`src/rtl/spi_arb_if.sv`:
```
// rtl/spi_arb_if.sv - requester and SPI monarch signal bundle for spi_arb
interface spi_arb_if;
  logic        req0;
  logic [15:0] cmd0;
  logic        gnt0;
  logic        done0;
  logic [15:0] resp0;
  logic        req1;
  logic [15:0] cmd1;
  logic        gnt1;
  logic        done1;
  logic [15:0] resp1;
  logic        spi_snd;
  logic [15:0] spi_cmd;
  logic        spi_done;
  logic [15:0] spi_resp;
  logic        busy;
  logic        tmo;

  modport slave (
    input  req0, cmd0, req1, cmd1, spi_done, spi_resp,
    output gnt0, done0, resp0, gnt1, done1, resp1, spi_snd, spi_cmd, busy, tmo
  );

  modport master (
    output req0, cmd0, req1, cmd1, spi_done, spi_resp,
    input  gnt0, done0, resp0, gnt1, done1, resp1, spi_snd, spi_cmd, busy, tmo
  );
endinterface

```
`src/rtl/spi_arb.sv`:
```
// rtl/spi_arb.sv - round-robin sharing of one SPI monarch between two requesters
module spi_arb #(
  parameter int GAP_CLKS = 4,
  parameter int TMO_CLKS = 4096
) (
  input logic      clk,
  input logic      rst,
  spi_arb_if.slave bus
);

  localparam int TW = (TMO_CLKS > 1) ? $clog2(TMO_CLKS) : 1;
  localparam int GW = (GAP_CLKS > 0) ? $clog2(GAP_CLKS + 1) : 1;
  localparam logic [TW-1:0] TMO_LAST = TW'(TMO_CLKS - 1);
  localparam logic [GW-1:0] GAP_LAST = GW'(GAP_CLKS - 1);

  typedef enum logic [1:0] {
    S_IDLE,
    S_SEND,
    S_BUSY,
    S_GAP
  } state_e;

  state_e        state_q, state_d;
  logic [15:0]   cmd_q, cmd_d;
  logic          owner_q, owner_d;
  logic          last_owner_q, last_owner_d;
  logic [TW-1:0] tmo_cnt_q, tmo_cnt_d;
  logic [GW-1:0] gap_cnt_q, gap_cnt_d;
  logic [15:0]   resp0_q, resp0_d;
  logic [15:0]   resp1_q, resp1_d;
  logic          done0_q, done0_d;
  logic          done1_q, done1_d;
  logic          tmo_q, tmo_d;
  logic          gnt0, gnt1;
  logic          pick;
  logic          finish;
  logic          abort;
  logic [15:0]   fin_resp;

  always_ff @(posedge clk) begin
    if (rst) begin
      state_q      <= S_IDLE;
      cmd_q        <= '0;
      owner_q      <= 1'b0;
      last_owner_q <= 1'b1;
      tmo_cnt_q    <= '0;
      gap_cnt_q    <= '0;
      resp0_q      <= '0;
      resp1_q      <= '0;
      done0_q      <= 1'b0;
      done1_q      <= 1'b0;
      tmo_q        <= 1'b0;
    end else begin
      state_q      <= state_d;
      cmd_q        <= cmd_d;
      owner_q      <= owner_d;
      last_owner_q <= last_owner_d;
      tmo_cnt_q    <= tmo_cnt_d;
      gap_cnt_q    <= gap_cnt_d;
      resp0_q      <= resp0_d;
      resp1_q      <= resp1_d;
      done0_q      <= done0_d;
      done1_q      <= done1_d;
      tmo_q        <= tmo_d;
    end
  end

  always_comb begin
    state_d      = state_q;
    cmd_d        = cmd_q;
    owner_d      = owner_q;
    last_owner_d = last_owner_q;
    tmo_cnt_d    = tmo_cnt_q;
    gap_cnt_d    = gap_cnt_q;
    resp0_d      = resp0_q;
    resp1_d      = resp1_q;
    done0_d      = 1'b0;
    done1_d      = 1'b0;
    tmo_d        = 1'b0;
    gnt0         = 1'b0;
    gnt1         = 1'b0;
    pick         = 1'b0;
    finish       = 1'b0;
    abort        = 1'b0;
    fin_resp     = '0;

    case (state_q)
      S_IDLE: begin
        // On a tie the requester that did not own the last transaction wins.
        pick = (bus.req0 && bus.req1) ? ~last_owner_q : bus.req1;
        if (bus.req0 || bus.req1) begin
          gnt0         = ~pick;
          gnt1         = pick;
          cmd_d        = pick ? bus.cmd1 : bus.cmd0;
          owner_d      = pick;
          last_owner_d = pick;
          state_d      = S_SEND;
        end
      end
      S_SEND: begin
        tmo_cnt_d = '0;
        state_d   = S_BUSY;
      end
      S_BUSY: begin
        if (bus.spi_done) begin
          finish   = 1'b1;
          fin_resp = bus.spi_resp;
        end else if (tmo_cnt_q == TMO_LAST) begin
          finish   = 1'b1;
          abort    = 1'b1;
          fin_resp = 16'hFFFF;
        end else begin
          tmo_cnt_d = tmo_cnt_q + TW'(1);
        end
      end
      S_GAP: begin
        if (gap_cnt_q == GAP_LAST) begin
          state_d = S_IDLE;
        end else begin
          gap_cnt_d = gap_cnt_q + GW'(1);
        end
      end
      default: state_d = S_IDLE;
    endcase

    // Only the owner's response register is touched; done lands with it.
    if (finish) begin
      if (owner_q) begin
        resp1_d = fin_resp;
        done1_d = 1'b1;
      end else begin
        resp0_d = fin_resp;
        done0_d = 1'b1;
      end
      tmo_d     = abort;
      gap_cnt_d = '0;
      state_d   = S_GAP;
    end
  end

  assign bus.gnt0    = gnt0;
  assign bus.gnt1    = gnt1;
  assign bus.done0   = done0_q;
  assign bus.done1   = done1_q;
  assign bus.resp0   = resp0_q;
  assign bus.resp1   = resp1_q;
  assign bus.tmo     = tmo_q;
  assign bus.busy    = (state_q != S_IDLE);
  assign bus.spi_snd = (state_q == S_SEND);
  assign bus.spi_cmd = (state_q == S_SEND || state_q == S_BUSY) ? cmd_q : '0;

endmodule

```
`src/flat_wrapper.sv`:
```
// flat-port wrapper written by rule: the top's interface ports become plain ports
module spi_arb_flat 
#(
  parameter int GAP_CLKS = 4,
  parameter int TMO_CLKS = 4096
)
  (clk, rst, bus_req0, bus_cmd0, bus_req1, bus_cmd1, bus_spi_done, bus_spi_resp, bus_gnt0, bus_done0, bus_resp0, bus_gnt1, bus_done1, bus_resp1, bus_spi_snd, bus_spi_cmd, bus_busy, bus_tmo);
  spi_arb_if bus_i ();
  input logic clk;
  input logic rst;
  input wire logic [$bits(bus_i.req0)-1:0] bus_req0;
  input wire logic [$bits(bus_i.cmd0)-1:0] bus_cmd0;
  input wire logic [$bits(bus_i.req1)-1:0] bus_req1;
  input wire logic [$bits(bus_i.cmd1)-1:0] bus_cmd1;
  input wire logic [$bits(bus_i.spi_done)-1:0] bus_spi_done;
  input wire logic [$bits(bus_i.spi_resp)-1:0] bus_spi_resp;
  output wire logic [$bits(bus_i.gnt0)-1:0] bus_gnt0;
  output wire logic [$bits(bus_i.done0)-1:0] bus_done0;
  output wire logic [$bits(bus_i.resp0)-1:0] bus_resp0;
  output wire logic [$bits(bus_i.gnt1)-1:0] bus_gnt1;
  output wire logic [$bits(bus_i.done1)-1:0] bus_done1;
  output wire logic [$bits(bus_i.resp1)-1:0] bus_resp1;
  output wire logic [$bits(bus_i.spi_snd)-1:0] bus_spi_snd;
  output wire logic [$bits(bus_i.spi_cmd)-1:0] bus_spi_cmd;
  output wire logic [$bits(bus_i.busy)-1:0] bus_busy;
  output wire logic [$bits(bus_i.tmo)-1:0] bus_tmo;
  assign bus_i.req0 = bus_req0;
  assign bus_i.cmd0 = bus_cmd0;
  assign bus_i.req1 = bus_req1;
  assign bus_i.cmd1 = bus_cmd1;
  assign bus_i.spi_done = bus_spi_done;
  assign bus_i.spi_resp = bus_spi_resp;
  assign bus_gnt0 = bus_i.gnt0;
  assign bus_done0 = bus_i.done0;
  assign bus_resp0 = bus_i.resp0;
  assign bus_gnt1 = bus_i.gnt1;
  assign bus_done1 = bus_i.done1;
  assign bus_resp1 = bus_i.resp1;
  assign bus_spi_snd = bus_i.spi_snd;
  assign bus_spi_cmd = bus_i.spi_cmd;
  assign bus_busy = bus_i.busy;
  assign bus_tmo = bus_i.tmo;
  spi_arb #(.GAP_CLKS(GAP_CLKS), .TMO_CLKS(TMO_CLKS)) u_core (.clk(clk), .rst(rst), .bus(bus_i));
endmodule
```
`config.mk`:
```
export PLATFORM = sky130hd
export DESIGN_NAME = spi_arb_flat
export DESIGN_NICKNAME = d
export VERILOG_FILES = /design/src/rtl/spi_arb_if.sv /design/src/rtl/spi_arb.sv /design/src/flat_wrapper.sv
export SDC_FILE = /design/constraint.sdc
export NUM_CORES = 1
export LEC_CHECK = 0
export ABC_AREA = 1
export CORE_MARGIN = 3
export CORE_UTILIZATION = 42
export CTS_CLUSTER_SIZE = 24
export DETAILED_ROUTE_END_ITERATION = 12
export GPL_TIMING_DRIVEN = 0
export PLACE_DENSITY = 0.82
export SYNTH_ARGS = -nofsm -noshare
export SYNTH_HDL_FRONTEND = slang
export SYNTH_SLANG_ARGS = --single-unit
```
`constraint.sdc`:
```
create_clock -name clk -period 1.7 [get_ports clk]
set_input_delay 0.51 -clock clk [delete_from_list [all_inputs] [get_ports clk]]
set_output_delay 0.51 -clock clk [all_outputs]
set_load 0.01 [all_outputs]
```
Yosys cells after proc, flatten, opt, wreduce, memory -nomap -nowiden
Cells that the tools add are included.
{"block": "word_totals", "latch_bits": 0, "ram_bits": 0, "mem_bits_ro": 0, "regBits": 70, "n_memories": 0, "inputBits": 53, "output_inout_bits": 55}
{"block": "classes", "bitwise": 6, "multipliers": 0, "eq_ne": 9, "shift": 0, "add_sub_neg": 2, "muxes": 22, "n_lt_le_gt_ge": 0, "reduce_logical": 16, "n_div": 0}
{"op": "$mux W16", "count": 5}
{"op": "$mux W12", "count": 2}
{"op": "$pmux W12 S2", "count": 1}
{"op": "$add A12 B1 Y12 const B", "count": 1}
{"op": "$eq A12 B12 Y1 const B", "count": 1}
{"op": "$mux W1", "count": 10}
{"op": "$reduce_and A2 Y1", "count": 4}
{"op": "$mux W2", "count": 3}
{"op": "$ne A3 B1 Y1 const B", "count": 2}
{"op": "$not A1 Y1", "count": 6}
{"op": "$pmux W2 S3", "count": 1}
{"op": "$reduce_and A3 Y1", "count": 2}
{"op": "$eq A2 B2 Y1 const B", "count": 2}
{"op": "$ne A2 B2 Y1 const B", "count": 2}
{"op": "$reduce_bool A2 Y1", "count": 2}
{"op": "$reduce_bool A4 Y1", "count": 1}
{"op": "$reduce_or A2 Y1", "count": 2}
{"op": "$reduce_or A4 Y1", "count": 1}
{"op": "$add A3 B1 Y3 const B", "count": 1}
{"op": "$eq A3 B2 Y1 const B", "count": 1}
{"op": "$eq A2 B1 Y1 const B", "count": 1}
{"op": "$logic_not A2 Y1", "count": 1}
{"op": "$logic_or A1 B1 Y1", "count": 2}
{"op": "$logic_and A1 B1 Y1", "count": 1}

Longest topological paths before layout
Gate-level depths: netlist (run 1).
{"block": "depth", "ltp_word": 6, "depth_mapped": 10}

Least setup slack after synthesis (run 1)
OpenSTA, ideal clock, no wires.
{"block": "synth_path", "kind": "register to output", "start": "register u_core.state_q[0]", "end": "output bus_spi_cmd[10]", "slack_ns": -0.133, "path_buffers": 2, "arrival_ns": 1.323, "path_stages_with_launch": 7, "t_required_ns": 1.190, "cell_sequence": "dfxtp_1 > inv_1 > ha_1 > clkbuf_1 > clkbuf_1 > nand2_1 > inv_1"}
{"block": "synth_between", "elab_chain_cells": 3, "elab_cells_between_ends": 4, "cone_classes": "2 x eq/ne; 1 x mux; 1 x reduce/logical"}
{"element": "start, declared", "line": "spi_arb.sv:23", "text": "state_e state_q, state_d;"}
{"element": "start signal, assigned", "line": "spi_arb.sv:54", "text": "state_q <= state_d;"}
{"element": "$eq A2 B1 Y1 / $eq A2 B2 Y1 (equally long branches)", "line": "spi_arb.sv:150", "text": "assign bus.spi_cmd = (state_q == S_SEND || state_q == S_BUSY) ? cmd_q : '0;"}
{"element": "$logic_or A1 B1 Y1 *", "line": "spi_arb.sv:150"}
{"element": "$mux W16 *", "line": "spi_arb.sv:150"}
{"element": "end, declared", "line": "flat_wrapper.sv:24", "text": "output wire logic [$bits(bus_i.spi_cmd)-1:0] bus_spi_cmd;"}
Every way passes the cells marked *; elsewhere a longest branch is shown, timed or not.

Worst setup path after layout (run 1)
{"block": "layout_path", "start": "register u_core.state_q[0]", "end": "output bus_spi_cmd[13]"}
Same word-level chain as after synthesis.

==> results of run 1 <==
## metal layers
| layer | up-vias | GRT usage (%) | wire length (um) |
|---|---|---|---|
| met4 | 0 | 8.645 | 244 |
| met5 | - | 0 | 0 |
| met2 | 153 | 37.99 | 5150 |
| li1 | 1819 | - | - |
| met3 | 27 | 5.190 | 675 |
| met1 | 1699 | 26.39 | 4169 |
## power groups by stage
stage               clock network, mW  logic (mW)  registers [mW]
finish                           1.48        3.38            2.06
global route                     1.56        3.64            2.08
CTS                              1.49        3.06            2.03
detailed placement                  0        2.44            2.05
global placement                    0        2.38            2.04
floorplan                           0        1.44            2.07
## synthesized netlist by cell type, types with 4 or more instances
cell        n
a21oi_1    36
a21oi_2    18
a31oi_1    12
buf_2       6
clkbuf_1   14
dfxtp_1    70
ha_1        7
inv_1      82
nand2_1   126
nand2_4     4
nand3_1    19
nand4_1    34
nor2_1     21
o21ai_0     7
o21bai_1    5
## cells by family (layout without fill, tap and decap cells)
logic type                 count (synthesis)  after routing  synth area share (%)
AOI/OAI and AO/OA                         79             79                 14.26
xor gates and xnor gates                   3              3                0.7643
adders and majority gates                  7              7                 2.547
buffers and inverters                    113            254                 13.25
DFF                                       70             70                 40.76
and+or+nand+nor                          213            213                 28.42
## worst min path at each step
stage                                           startpoint                                to  slack (ns)  cells past startpoint
after CTS                 u_core.bus.resp1[6]$_SDFFE_PP0P_  u_core.bus.resp1[6]$_SDFFE_PP0P_        0.45                      2
final                     u_core.bus.resp1[0]$_SDFFE_PP0P_  u_core.bus.resp1[0]$_SDFFE_PP0P_        0.45                      2
after global placement    u_core.bus.resp0[3]$_SDFFE_PP0P_  u_core.bus.resp0[3]$_SDFFE_PP0P_        0.43                      2
after global routing      u_core.bus.resp0[2]$_SDFFE_PP0P_  u_core.bus.resp0[2]$_SDFFE_PP0P_        0.47                      2
after floorplan           u_core.gap_cnt_q[2]$_SDFFE_PP0P_  u_core.gap_cnt_q[2]$_SDFFE_PP0P_        0.44                      2
after detailed placement  u_core.bus.resp1[6]$_SDFFE_PP0P_  u_core.bus.resp1[6]$_SDFFE_PP0P_        0.44                      2
## repair_timing
action | 4_1_cts | 5_1_grt
endpoints found under the setup margin | 85 | 52
pin swaps | 10 | 9
setup buffers | 15 | 6
gates cloned | 1 | 0
gates resized for setup | 176 | 40
## stage by stage
step | setup TNS (ns) | hold WS (ns) | cells | setup WS (ns) | util, %
2_1_floorplan | 0 | 0.4394 | 485 | 0.05245 | -
3_3_place_gp | -26.59 | 0.4346 | 693 | -1.230 | 59.02
3_5_place_dp | -28.40 | 0.4380 | 693 | -1.252 | 59.02
4_1_cts | -4.496 | 0.4483 | 724 | -0.2992 | 64.05
5_1_grt | -4.612 | 0.4715 | 728 | -0.2949 | 65.86
6_report | -3.649 | 0.4456 | 728 | -0.2418 | 65.86
## cells in the final DEF, fill, tap and decap left out, drive strengths merged
master | synthesis | routed
nand2 | 131 | 131
inv | 85 | 85
dfxtp | 70 | 70
a21oi | 54 | 54
buf | 12 | 53
clkdlybuf4s50 | 0 | 49
nand4 | 34 | 34
dlygate4sd2 | 0 | 34
clkbuf | 14 | 26
nor2 | 23 | 23
nand3 | 21 | 21
a31oi | 12 | 12
o21ai | 8 | 8
ha | 7 | 7
o21bai | 5 | 5
nor3 | 3 | 3
clkinv | 2 | 3
xnor2 | 2 | 2
bufinv | 0 | 2
or2 | 1 | 1
xor2 | 1 | 1
clkdlybuf4s15 | 0 | 1
dlymetal6s2s | 0 | 1
## final cells by class
type	instances	area, sq um	area share [%]
timing repair buffer	128	1187	22.97
multi-input combinational	302	1742	33.70
sequential	70	1408	27.23
clock buffer	12	145.1	2.808
clock inverter	3	68.82	1.331
tap	102	127.6	2.469
inverter	87	335.3	6.488
buffer	24	155.1	3.002
## registers in the layout, indices dropped and copies added (netlist names)
signal,cells
u_core.bus.tmo,1
u_core.bus.resp0,16
u_core.gap_cnt_q,3
u_core.bus.done1,1
u_core.bus.resp1,16
u_core.last_owner_q,1
u_core.tmo_cnt_q,12
u_core.cmd_q,16
u_core.owner_q,1
u_core.state_q,2
u_core.bus.done0,1
## worst max-delay path, stage by stage, from the launching register on
cell	delay (ns)
dfxtp_2	0.35
inv_2	0.06
ha_4	0.32
clkbuf_16	0.18
nand2_4	0.05
inv_2	0.05
buf_6	0.09
==> run_results.csv, run 1 <==
group,metric,value,unit
final_layout,antenna_cells,0,
timing,slew_headroom,66.87,%
critical_path,setup.worst_path.start,"u_core.state_q[0]$_SDFFE_PP0P_",
critical_path,reg2reg_from,"u_core.state_q[1]$_SDFFE_PP0P_",
final_layout,fillerInstances,667,
cts,hold_buffers,0,
drt,drt-total-wl,10240,um
critical_path,cp-end-kind,"primary output",
global_route,grt_antenna_before_repair,0,
critical_path,r2r_end,"u_core.bus.resp0[9]$_SDFFE_PP0P_",
critical_path,crit_arrival,1.43,ns
place,portBuffers,106,
synth,yosys_warnings,0,
critical_path,r2r_cells,9,
synth,ys_top_cells_by_area,"dfxtp_1, nand2_1, inv_1",
floorplanning,row_count,32,
floorplanning,start_util,43.81,%
final_layout,fin_nets,682,
drt,wire_per_inst,14.07,um
run_status,violations,"negative setup slack",
floorplanning,dieArea,9308,sq um
timing,layout_setup_ws,-0.2418,ns
power_and_ir_drop,peakVddDrop,891.0,uV
floorplanning,die_x,96.48,um
power_and_ir_drop,switching_share,38.05,%
synth,synth_cell_types,30,
synth,synth_top_area_cell,"dfxtp_1",
synth,ys_seq_area_share,40.76,%
cts,path_clk_slew,0.08,ns
critical_path,r2r_slack,0.06,ns
global_route,grt_pass1_wl,16140,um
cts,numCtsBuffers,9,
synth,synth_top_area_share,40.76,%
floorplanning,ios,108,
drt,vias,3698,
timing,hold_viol,0,
timing,min_period,1.942,ns
power_and_ir_drop,p_seq_share,29.7,%
place,hpwl,7092,um
timing,rsz0062_at_grt,"true",
cts,worstSkewPairLatency,0.35,ns
drt,antenna_left,0,
cts,cts_tree,"built",
global_route,grt_max_degree,12,
drt,dr.pass1.iters,5,
global_route,grt_overflow,0,
place,place_congestion,0.9174,
global_route,grt_pass1_vias,3605,
timing,fin_skew,0.009309,ns
power_and_ir_drop,power_density,1339,nW/um^2
critical_path,required,1.19,ns
power_and_ir_drop,combinationalPowerShare,48.9,%
final_layout,drive_gt1_share,23.32,%
synth,synth_seq_cells,70,
floorplanning,fp.dieH,96.48,um
synth,syn_nets,545,
worst_hold_path,min_path_type,"reg2reg",
critical_path,path_class,"reg2out",
run_status,status,"finished, violations left",
cts,htree_levels,3,
job,maxCapViolations,0,
floorplanning,core_area,7848,sq um
final_layout,area_delta_synth_final,50.33,%
power_and_ir_drop,switchingPower,2.634,mW
critical_path,startpoint_type,"flip-flop",
synth,synth_flop_cell,"dfxtp_1",
timing,maxSlewViolCount,0,
place,placed_cell_area,4632,sq um
power_and_ir_drop,total_power,6.923,mW
power_and_ir_drop,power.internal,4.289,mW
critical_path,endpoint,"bus_spi_cmd[13]",
cts,cts_root_buf,"clkbuf_8",
global_route,track_usage,22.03,%
power_and_ir_drop,leakagePower,2.402,nW
drt,dr.first_iter.drc_count,206,
power_and_ir_drop,clkPwrFrac,21.4,%
synth,async_flop_share,0,%
synth,mappedNetlistArea,3438,sq um
critical_path,critPathMaxFanout,7,
cts,max-clock-path-buffers,2,
timing,setup_viol,18,
cts,cts.sinks,70,
timing,finalCritPeriodShare,114.2,%
drt,viasPerCell,5.080,
final_layout,design_area,5169,sq um
synth,synthCells,485,
timing,fmax,515.0,MHz
synth,synth_edf_count,0,
synth,syn_avg_cell_area,7.089,sq um
drt,drc,0,
timing,worstMarginPinSlew,0.4970,ns
No activity file was read; power rests on OpenSTA's default activity.
==> run 2: changes to the inputs <==
--- a/config.mk
+++ b/config.mk
@@ -7,11 +7,11 @@
 export LEC_CHECK = 0
 export ABC_AREA = 1
 export CORE_MARGIN = 3
-export CORE_UTILIZATION = 42
+export CORE_UTILIZATION = 49
 export CTS_CLUSTER_SIZE = 24
 export DETAILED_ROUTE_END_ITERATION = 12
 export GPL_TIMING_DRIVEN = 0
-export PLACE_DENSITY = 0.82
+export PLACE_DENSITY = 0.9
 export SYNTH_ARGS = -nofsm -noshare
 export SYNTH_HDL_FRONTEND = slang
 export SYNTH_SLANG_ARGS = --single-unit
==> constraint.sdc (replaced) <==
create_clock -name clk -period 2.32 [get_ports clk]
set_input_delay 0.696 -clock clk [delete_from_list [all_inputs] [get_ports clk]]
set_output_delay 0.696 -clock clk [all_outputs]
set_load 0.01 [all_outputs]
==> run_results.csv, run 2 (synthesis gave the netlist of run 1 again) <==
group,metric,value,unit
run_status,status,"finished, final reports clean",
final_layout,fillerInstances,473,
global_route,grt_max_degree,12,
place,pre_cts_slack,-0.9600,ns
drt,drt-total-wl,10130,um
place,portBuffers,106,
global_route,track_usage,25.16,%
floorplanning,row_count,29,
worst_hold_path,min_path_type,"reg2reg",
drt,antenna_left,0,
final_layout,antenna_cells,0,
timing,hold_viol,0,
cts,numCtsBuffers,9,
drt,dr.pass1.iters,5,
drt,drc,0,
critical_path,r2r_cells,9,
power_and_ir_drop,leakagePower,2.128,nW
final_layout,drive_gt1_share,14.26,%
drt,vias,3711,
power_and_ir_drop,power_density,946.8,nW/um^2
drt,wire_per_inst,14.27,um
floorplanning,ios,108,
critical_path,crit_arrival,1.59,ns
timing,finalCritPeriodShare,98.40,%
timing,hold_ws,0.4469,ns
floorplanning,die_x,89.77,um
timing,fmax,438.0,MHz
final_layout,area_delta_synth_final,43.52,%
global_route,grt_overflow,0,
cts,htree_levels,3,
timing,layout_setup_ws,0.03705,ns
critical_path,critPathMaxFanout,6,
place,place_congestion,0.8984,
cts,worstSkewPairLatency,0.36,ns
floorplanning,dieArea,8058,sq um
final_layout,fin_nets,672,
critical_path,path_class,"reg2out",
cts,cts.sinks,70,
cts,max-clock-path-buffers,2,
worst_hold_path,min_path_cells,2,
drt,viasPerCell,5.227,
timing,setup_viol,0,
floorplanning,core_area,6568,sq um
floorplanning,start_util,52.35,%
timing,slew_headroom,65.67,%
job,maxCapViolations,0,
critical_path,startpoint_type,"flip-flop",
timing,maxSlewViolCount,0,
power_and_ir_drop,total_power,4.672,mW
place,hpwl,7081,um
global_route,grt_pass1_vias,3632,
drt,dr.first_iter.drc_count,249,
cts,path_clk_slew,0.08,ns
cts,cts_tree,"built",
cts,hold_buffers,0,
power_and_ir_drop,peakVddDrop,579.4,uV
global_route,grt_antenna_before_repair,0,
timing,fin_skew,0.01292,ns
timing,min_period,2.283,ns
final_layout,final_cell_mix,"nand2_1, clkdlybuf4s50_1, inv_1",
critical_path,required,1.62,ns
timing,worstMarginPinSlew,0.5150,ns
final_layout,layout_commonest_cell,"nand2_1",
global_route,grt_pass1_wl,16790,um
timing,setup_tns,0,ns
critical_path,cp-end-kind,"primary output",
final_layout,final_core_util,75.14,%
floorplanning,fp.dieH,89.77,um
cts,cts_root_buf,"clkbuf_8",
## run 2: changes by cell type in the layout (fill, tap and decap cells not counted), sizes merged
| cell | before | now |
|---|---|---|
| clkbuf | 26 | 30 |
| clkdlybuf4s15 | 1 | 4 |
| dlygate4sd2 | 34 | 8 |
| clkinv | 3 | 4 |
| buf | 53 | 27 |
| clkdlybuf4s50 | 49 | 84 |
## run 2: worst max-delay path, cell delays in order (launching register included)
cell           delay [ns]
dfxtp_2              0.35
inv_2                0.06
ha_4                 0.30
clkbuf_8             0.15
nand2_1              0.05
inv_1                0.06
dlygate4sd2_1        0.26
## run 2: power by group
group          total [mW]  switching (mW)  internal (mW)
Sequential           1.49           0.103           1.38
Combinational        2.08            1.17          0.900
Clock                1.11           0.478          0.633
Total                4.67            1.76           2.92
## run 2: area by class of cell
class / count / area [sq um] / area share [%]
clock buffer: 12 / 145.1 / 2.941
tap: 93 / 116.4 / 2.358
sequential: 70 / 1404 / 28.45
timing repair buffer: 117 / 1100 / 22.29
buffer: 25 / 146.4 / 2.967
clock inverter: 4 / 70.07 / 1.420
inverter: 87 / 330.3 / 6.694
multi-input combinational: 302 / 1623 / 32.89
## run 2: repair_timing
action	in CTS	in global routing
setup endpoints to repair	20	8
resized for setup	62	12
pin swaps	3	2
setup buffers	7	3
gates cloned	1	0
## run 2: final timing paths
kind                                                         end                             start  slack (ns)
worst min-delay path            u_core.bus.resp1[0]$_SDFFE_PP0P_  u_core.bus.resp1[0]$_SDFFE_PP0P_        0.45
worst max-delay path                             bus_spi_cmd[14]    u_core.state_q[1]$_SDFFE_PP0P_        0.04
worst min register to register  u_core.bus.resp1[0]$_SDFFE_PP0P_  u_core.bus.resp1[0]$_SDFFE_PP0P_        0.45
worst max register to register  u_core.tmo_cnt_q[3]$_SDFFE_PP0P_    u_core.state_q[1]$_SDFFE_PP0P_        0.43
## run 2: per-layer routing
layer,vias to the layer above,global-route usage [%],routed length (um)
met3,31,6.678,701
li1,1799,-,-
met4,0,12.77,314
met1,1730,29.58,4161
met5,-,0,0
met2,151,42.29,4955
## run 2: per-stage QoR
stage | instance area (sq um) | cells
2_1_floorplan | 3438 | 485
3_5_place_dp | 4616 | 684
6_report | 4935 | 710
5_1_grt | 4935 | 710
4_1_cts | 4921 | 707
3_3_place_gp | 4616 | 684
==> run 3: changes to the inputs <==
--- a/config.mk
+++ b/config.mk
@@ -7,11 +7,11 @@
 export LEC_CHECK = 0
 export ABC_AREA = 1
 export CORE_MARGIN = 3
-export CORE_UTILIZATION = 49
+export CORE_UTILIZATION = 40
 export CTS_CLUSTER_SIZE = 24
 export DETAILED_ROUTE_END_ITERATION = 12
 export GPL_TIMING_DRIVEN = 0
-export PLACE_DENSITY = 0.9
+export PLACE_DENSITY = 0.76
 export SYNTH_ARGS = -nofsm -noshare
 export SYNTH_HDL_FRONTEND = slang
 export SYNTH_SLANG_ARGS = --single-unit
==> run_results.csv, run 3 (synthesis gave the netlist of run 1 again) <==
group,metric,value,unit
run_status,status,"finished, final reports clean",
timing,finalCritPeriodShare,98.05,%
critical_path,crit_family,"buffers and inverters",
cts,max-clock-path-buffers,2,
power_and_ir_drop,total_power,4.450,mW
final_layout,layout_commonest_cell,"nand2_1",
timing,setup_viol,0,
final_layout,drive_gt1_share,13.61,%
drt,routed-wl-met3,634,um
global_route,grt_max_degree,12,
critical_path,reg2reg_from,"u_core.state_q[0]$_SDFFE_PP0P_",
cts,hold_buffers,0,
floorplanning,row_count,33,
place,pre_cts_slack,-1.009,ns
final_layout,fin_nets,667,
drt,drt-met1-wl,3869,um
global_route,grt_antenna_before_repair,0,
worst_hold_path,hold_start,"u_core.bus.resp1[3]$_SDFFE_PP0P_",
final_layout,final_cell_mix,"nand2_1, clkdlybuf4s50_1, inv_1",
critical_path,critPathMaxFanout,3,
critical_path,required,1.62,ns
timing,maxSlewViolCount,0,
critical_path,path_class,"in2out",
critical_path,r2r_slack,0.44,ns
global_route,grt_overflow,0,
power_and_ir_drop,peakVddDrop,422.6,uV
drt,drc,0,
cts,cts_root_buf,"clkbuf_8",
final_layout,fillerInstances,780,
cts,htree_levels,3,
drt,highest_layer,"met4",
cts,cts_tree,"built",
critical_path,crit_chain,"dlygate4sd2_1 -> o21ai_2 -> nor2_4 -> buf_6 -> clkdlybuf4s15_2",
timing,fin_skew,0.009902,ns
floorplanning,dieArea,9745,sq um
timing,fmax,439.6,MHz
floorplanning,start_util,41.43,%
cts,cts.sinks,70,
drt,routed-wl-met2,4483,um
critical_path,r2r_end,"u_core.tmo_cnt_q[3]$_SDFFE_PP0P_",
drt,antenna_left,0,
critical_path,startpoint_type,"input pin",
worst_hold_path,min_path_cells,2,
timing,rsz0062_at_grt,"false",
place,placed_cell_area,4631,sq um
place,place_congestion,0.8743,
place,hpwl,6943,um
drt,viasPerCell,4.913,
floorplanning,fp.dieH,98.72,um
final_layout,design_area,4898,sq um
timing,layout_setup_ws,0.04516,ns
critical_path,r2r_cells,9,
worst_hold_path,min_path_type,"reg2reg",
global_route,track_usage,18.74,%
worst_hold_path,hold_end,"u_core.bus.resp1[3]$_SDFFE_PP0P_",
critical_path,crit_arrival,1.58,ns
drt,dr.first_iter.drc_count,175,
place,portBuffers,106,
cts,path_clk_slew,0.08,ns
job,maxCapViolations,0,
drt,dr.pass1.iters,5,
drt,vias,3513,
critical_path,cp_slowest_cell,"dlygate4sd2_1",
critical_path,cp-end-kind,"primary output",
floorplanning,ios,108,
cts,worstSkewPairLatency,0.34,ns
timing,worstMarginPinSlew,0.5437,ns
final_layout,area_delta_synth_final,42.47,%
timing,slew_headroom,63.76,%
power_and_ir_drop,power_density,908.5,nW/um^2
global_route,grt_pass1_wl,15040,um
timing,min_period,2.275,ns
cts,numCtsBuffers,9,
timing,hold_viol,0,
critical_path,cpPeakStageDelay,0.27,ns
timing,hold_ws,0.4491,ns
drt,drt-total-wl,9152,um
final_layout,antenna_cells,0,
floorplanning,die_x,98.72,um
global_route,grt_pass1_vias,3335,
floorplanning,core_area,8299,sq um
critical_path,critical_path_buf_inv_count,3,
drt,wire_per_inst,12.80,um
power_and_ir_drop,leakagePower,2.057,nW
## run 3: changes by cell type in the layout (fill, tap and decap cells not counted), moves of 2 or more
| cell | previous run | this run |
|---|---|---|
| dlygate4sd2_1 | 8 | 3 |
| clkdlybuf4s15_1 | 2 | 6 |
| clkbuf_1 | 14 | 12 |
| buf_4 | 10 | 6 |
| buf_2 | 9 | 4 |
| clkbuf_2 | 4 | 10 |
## run 3: timing repair
action	4_1_cts	5_1_grt
pin swaps	5	2
setup buffers	6	0
gates resized for setup	48	23
endpoints found under the setup margin	20	16
## run 3: worst max path at each step
stage | from | endpoint | cells past startpoint
2_1_floorplan | u_core.state_q[0]$_SDFFE_PP0P_ | bus_spi_cmd[10] | 6
3_3_place_gp | bus_req0 | bus_gnt0 | 7
3_5_place_dp | bus_req0 | bus_gnt0 | 7
4_1_cts | u_core.state_q[0]$_SDFFE_PP0P_ | bus_spi_cmd[12] | 6
5_1_grt | u_core.state_q[0]$_SDFFE_PP0P_ | bus_spi_cmd[1] | 6
6_report | bus_req1 | bus_gnt0 | 5
## run 3: worst reg2reg max path, stage by stage (launching register included)
cell	delay (ns)
dfxtp_2	0.36
inv_1	0.09
ha_1	0.20
buf_2	0.19
inv_1	0.21
nand2_1	0.25
nand2_4	0.18
buf_6	0.15
nand2_1	0.06
a21oi_1	0.11
## run 3: power by group
part	internal (mW)	leakage (nW)	switching, mW
sequential	1.38	0.570	0.100
clock	0.621	0.104	0.445
combinational	0.806	1.38	1.10
total	2.81	2.06	1.64
## run 3: cell type report
class                           instances  area, sq um  area share, %
Clock buffer                           10        137.6          2.810
Inverter                               87        327.8          6.692
Timing Repair Buffer                  112         1055          21.53
Clock inverter                          4        72.57          1.481
Tap cell                              105        131.4          2.682
Multi-Input combinational cell        302         1625          33.18
Buffer                                 25        146.4          2.988
Sequential cell                        70         1403          28.63
## run 3: layer usage
layer,track usage [%],vias to the layer above
met5,0,-
met4,7.248,0
met3,4.600,15
met2,31.25,127
met1,23.36,1585
li1,-,1786
## run 3: per-stage QoR
stage / setup TNS [ns] / utilization, % / cells
6_report: 0 / 59.02 / 715
5_1_grt: 0 / 59.02 / 715
4_1_cts: 0 / 59.43 / 715
3_5_place_dp: -7.493 / 55.80 / 696
3_3_place_gp: -6.394 / 55.80 / 696
2_1_floorplan: 0 / - / 485
